<file path="src/rtl/joy_db15_tx.sv">
// DB15 joystick adapter serializer: snapshots two player words on load, shifts on joy_clk.
// Optional watchdog abandons a stalled shift when JOY_DB15_TX_TIMEOUT_EN is defined.
module joy_db15_tx #(
  parameter int BITS_PER_PLAYER = 12,
  parameter int SYNC_STAGES     = 2,
  parameter int TIMEOUT_CYCLES  = 65535
) (
  input  logic        clk,
  input  logic        reset_n,
  input  logic [15:0] joystick1,
  input  logic [15:0] joystick2,
  input  logic        joy_load,
  input  logic        joy_clk,
  output logic        joy_data,
  output logic        busy,
  output logic        frame_done,
  output logic [5:0]  bit_count
);

  localparam int FRAME_BITS = 2 * BITS_PER_PLAYER;
  localparam logic [5:0] FB = 6'(FRAME_BITS);

  typedef enum logic [1:0] {
    IDLE,
    LOADED,
    SHIFT
  } state_t;

  state_t state, state_nx;

  logic [SYNC_STAGES-1:0] load_ff;
  logic [SYNC_STAGES-1:0] clk_ff;
  logic                   clk_q;
  logic                   load_s;
  logic                   clk_s;
  logic                   rise;
  logic                   timeout;
  logic                   last;
  logic                   shift_en;
  logic [FRAME_BITS-1:0]  sreg;
  logic [FRAME_BITS-1:0]  ld_word;
  logic                   unused_cfg;

  assign unused_cfg = ^{joystick1, joystick2, TIMEOUT_CYCLES == 0};

  always_ff @(posedge clk or negedge reset_n) begin
    if (!reset_n) begin
      load_ff <= '1;
      clk_ff  <= '1;
      clk_q   <= 1'b1;
    end else begin
      load_ff <= {load_ff[SYNC_STAGES-2:0], joy_load};
      clk_ff  <= {clk_ff[SYNC_STAGES-2:0], joy_clk};
      clk_q   <= clk_s;
    end
  end

  assign load_s  = load_ff[SYNC_STAGES-1];
  assign clk_s   = clk_ff[SYNC_STAGES-1];
  assign rise    = clk_s & ~clk_q;
  assign ld_word = ~{joystick2[BITS_PER_PLAYER-1:0],
                     joystick1[BITS_PER_PLAYER-1:0]};

`ifdef JOY_DB15_TX_TIMEOUT_EN
  logic [15:0] wdog;

  always_ff @(posedge clk or negedge reset_n) begin
    if (!reset_n) begin
      wdog <= '0;
    end else if (state != SHIFT || rise) begin
      wdog <= '0;
    end else if (wdog != 16'hffff) begin
      wdog <= wdog + 16'd1;
    end
  end

  assign timeout = (state == SHIFT) && !rise &&
                   (wdog >= 16'(TIMEOUT_CYCLES - 1));
`else
  assign timeout = 1'b0;
`endif

  always_ff @(posedge clk or negedge reset_n) begin
    if (!reset_n) state <= IDLE;
    else          state <= state_nx;
  end

  always_comb begin
    state_nx = state;
    unique case (state)
      IDLE:   if (!load_s) state_nx = LOADED;
      LOADED: if (load_s)  state_nx = SHIFT;
      SHIFT: begin
        if (!load_s)               state_nx = LOADED;
        else if (shift_en && last) state_nx = IDLE;
        else if (timeout)          state_nx = IDLE;
      end
      default: state_nx = IDLE;
    endcase
  end

  always_comb begin
    busy     = (state != IDLE);
    last     = (bit_count == FB - 6'd1);
    shift_en = (state == SHIFT) && load_s && rise &&
               (bit_count != FB);
  end

  // Load takes priority over a coincident shift edge in every state
  always_ff @(posedge clk or negedge reset_n) begin
    if (!reset_n) begin
      sreg       <= '1;
      bit_count  <= '0;
      frame_done <= 1'b0;
      joy_data   <= 1'b1;
    end else begin
      frame_done <= shift_en && last;
      joy_data   <= (state == IDLE) ? 1'b1 : sreg[0];
      if (!load_s) begin
        sreg      <= ld_word;
        bit_count <= '0;
      end else if (shift_en) begin
        sreg      <= {1'b1, sreg[FRAME_BITS-1:1]};
        bit_count <= bit_count + 6'd1;
      end else if (timeout) begin
        sreg      <= '1;
        bit_count <= '0;
      end
    end
  end

endmodule

</file>
<file path="config.mk">
export PLATFORM = sky130hd
export DESIGN_NAME = joy_db15_tx
export DESIGN_NICKNAME = d
export VERILOG_FILES = /design/src/rtl/joy_db15_tx.sv
export SDC_FILE = /design/constraint.sdc
export NUM_CORES = 1
export LEC_CHECK = 0
export ABC_CLOCK_PERIOD_IN_PS = 1400
export BUFFER_PORTS_ARGS = -buffer_cell sky130_fd_sc_hd__buf_4
export CORE_MARGIN = 2
export CORE_UTILIZATION = 46
export DETAILED_ROUTE_END_ITERATION = 10
export PLACE_DENSITY = 0.7
export REMOVE_ABC_BUFFERS = 1
export SLEW_MARGIN = 0
export SYNTH_ARGS = -nofsm -noshare
export SYNTH_HDL_FRONTEND = slang
export SYNTH_SLANG_ARGS = --single-unit
</file>
<file path="constraint.sdc">
create_clock -name clk -period 1.4 [get_ports clk]
set_input_delay 0.14 -clock clk [delete_from_list [all_inputs] [get_ports clk]]
set_output_delay 0.14 -clock clk [all_outputs]
set_load 0.01 [all_outputs]
</file>
==> metrics.txt <==
row cnt 22; WP buf/inv 0; ys flop type dfstp_2; CTS max path bufs 2; fmax 634 MHz; worst path required time 1.61 ns; Clock Latency Late Sink 0.29 ns; die height 64.7 µm; CP max FO 6; commonest non-fill, non-tap cell in the layout buf_4; top cell type's share of synthesized area 0.466; EDFF count, synth 0; gr busiest metal met2; Yosys Warn Count 0; DP Area 2120 µm²; RSZ-0062 raised after global routing true; clock transition at the registers of the reported paths 0.07 ns; Crit-path slowest cell dfstp_2; status complete, but fails checks; Placer Congestion 0.793; CP Class flop to flop; register area share after synthesis 0.599; IO buf count 36; Hold Violations, Final 0; initial antenna violation count 0; area grow syn2layout 42.5%; asr flop ratio synth 1.00; Max IR drop VDD 0.000653 V; number of clock sinks 39; Slew Limit Fails 0; HPWL Detailed 2490 µm; Filler cells 292; layout cell share with drive strength beyond 1 0.564; GRT met3 Usage 0.0399; CORE AREA 3610 µm²; DRC viols 0; Place WS -0.293 ns; H-Tree Depth 2; post-layout util 0.669; I/O Pins 45; CP Cell Sequence and4bb_4 -> and2_4 -> a21oi_4 -> a221o_1; LEAKAGE 1.06 nW; met1 usage 0.276; syn_area_per_cell 12.4 µm²; Initial Utilization 0.469; transition time of the tightest slew-check pin 0.474 ns; top cells by area, synth dfstp_2 47%, dfrtp_1 13%, a221o_1 12%; CP Launch Type flop; TritonCTS clock tree yes; Synth area leader dfstp_2; Overflow after GRT 0; arrival time at the worst endpoint 1.79 ns; largest net degree at the start of global routing 40; Tcrit/Tclk final 1.13; post-synthesis cell type count 35; Setup Skew 0.00444 ns; Synth Cell Area 1690 µm²; Cell Pwr Density 1000 nW/µm²; CTS Root Cell clkbuf_8; Avg WL per Cell 15.9 µm; cell family with most CP delay flip-flops; first-pass GRT wire length 6490 µm; failing checks setup timing; Synth Register Bits 39; vias in the first global route 1373; cells after synthesis 136; die width 64.7 µm; first-iteration detailed-routing DRC count 82; final critical-path required period 1.58 ns; vias 1380; CP Capture Type flop; CP peak stage delay 0.55 ns; final setup vio count 30; post-route ant nets 0; final setup margin -0.178 ns; final total power 2.42 mW; Hold WC Path Type primary input to flop; gr usage total 0.203; vias per cell 5.48; commonest non-fill, non-tap cells in the layout 52 x buf_4, 30 x dfstp_2, 23 x nor2_1; routed wire length 4000 µm; Slew HR 0.684; die area 4180 µm²; final-stage net count 241; total CTS buffers 5; max-cap viol count 0; Initial DRT Pass Iterations 4; Hold Slack 0.0268 ns; Post-Layout Inst Area 2410 µm²; GRT met2 Usage 0.322; Ant. Diodes 0
flip-flops by register name, indices dropped and copies added (netlist names):
name,count
bit_count,6
clk_ff,2
clk_q,1
frame_done,1
joy_data,1
load_ff,2
sreg,24
state,2
path summary, 6_finish.rpt:
check	start	to	slack (ns)	cells past startpoint
max in group asynchronous	reset_n	sreg[10]	0.69	2
min in group asynchronous	reset_n	bit_count[4]	0.36	2
hold reg to reg	load_ff[0]	load_ff[1]	0.36	0
setup / recovery	clk_ff[1]	sreg[21]	-0.18	4
hold / removal	joystick2[2]	sreg[14]	0.03	2
setup reg to reg	clk_ff[1]	sreg[21]	-0.18	4
metal layers:
metal,up-vias,share of wire
met5,-,0
met4,0,0.020
met3,8,0.040
met2,32,0.50
met1,700,0.44
li1,640,-
report_power, final:
part / internal, mW / leakage, nW / switching, mW
logic: 0.157 / 0.566 / 0.126
clock network: 0.449 / 0.0515 / 0.364
registers: 1.27 / 0.438 / 0.0526
cell type report:
cell class,instances,area [µm²],share of cell area
sequential,39,1010,0.420
inverter,4,15.0,0.00622
timing repair buffer,64,519,0.215
tap,48,60.1,0.0249
multi-input combinational,89,704,0.292
clock buffer,8,100,0.0415
what timing repair did:
item | 4_1_cts | 5_1_grt
gates cloned | 2 | 3
pin swaps | 8 | 21
setup endpoints to repair | 28 | 31
resized for setup | 13 | 12
endpoints found under the hold margin | 13 | 0
hold buffers | 5 | 0
buffers inserted | 0 | 2
cell families after synthesis:
| family | count (synthesis) | share of synthesized area |
|---|---|---|
| mux | 2 | 0.0126 |
| flops | 39 | 0.599 |
| buf+inv | 11 | 0.0429 |
| compound gates | 33 | 0.176 |
| simple gates | 47 | 0.145 |
| fa+ha+maj | 2 | 0.0148 |
| xor+xnor | 2 | 0.0103 |
metrics by stage:
| stage | TNS [ns] | instances |
|---|---|---|
| after floorplan | -9.59 | 129 |
| after global placement | -6.40 | 233 |
| after detailed placement | -6.76 | 233 |
| after CTS | -2.88 | 248 |
| after global routing | -4.71 | 252 |
| final | -3.75 | 252 |
synthesized netlist by cell type (2+ instances only):
| library cell | number |
|---|---|
| a21oi_1 | 4 |
| a221o_1 | 21 |
| and2_4 | 2 |
| buf_6 | 4 |
| dfrtp_1 | 9 |
| dfstp_2 | 30 |
| ha_1 | 2 |
| inv_1 | 3 |
| nand2_1 | 5 |
| nand3_1 | 3 |
| nand3b_1 | 2 |
| nor2_1 | 24 |
| o21ai_0 | 3 |
| or3_1 | 2 |
| xor2_1 | 2 |
No activity file was read; power rests on OpenSTA's default activity.
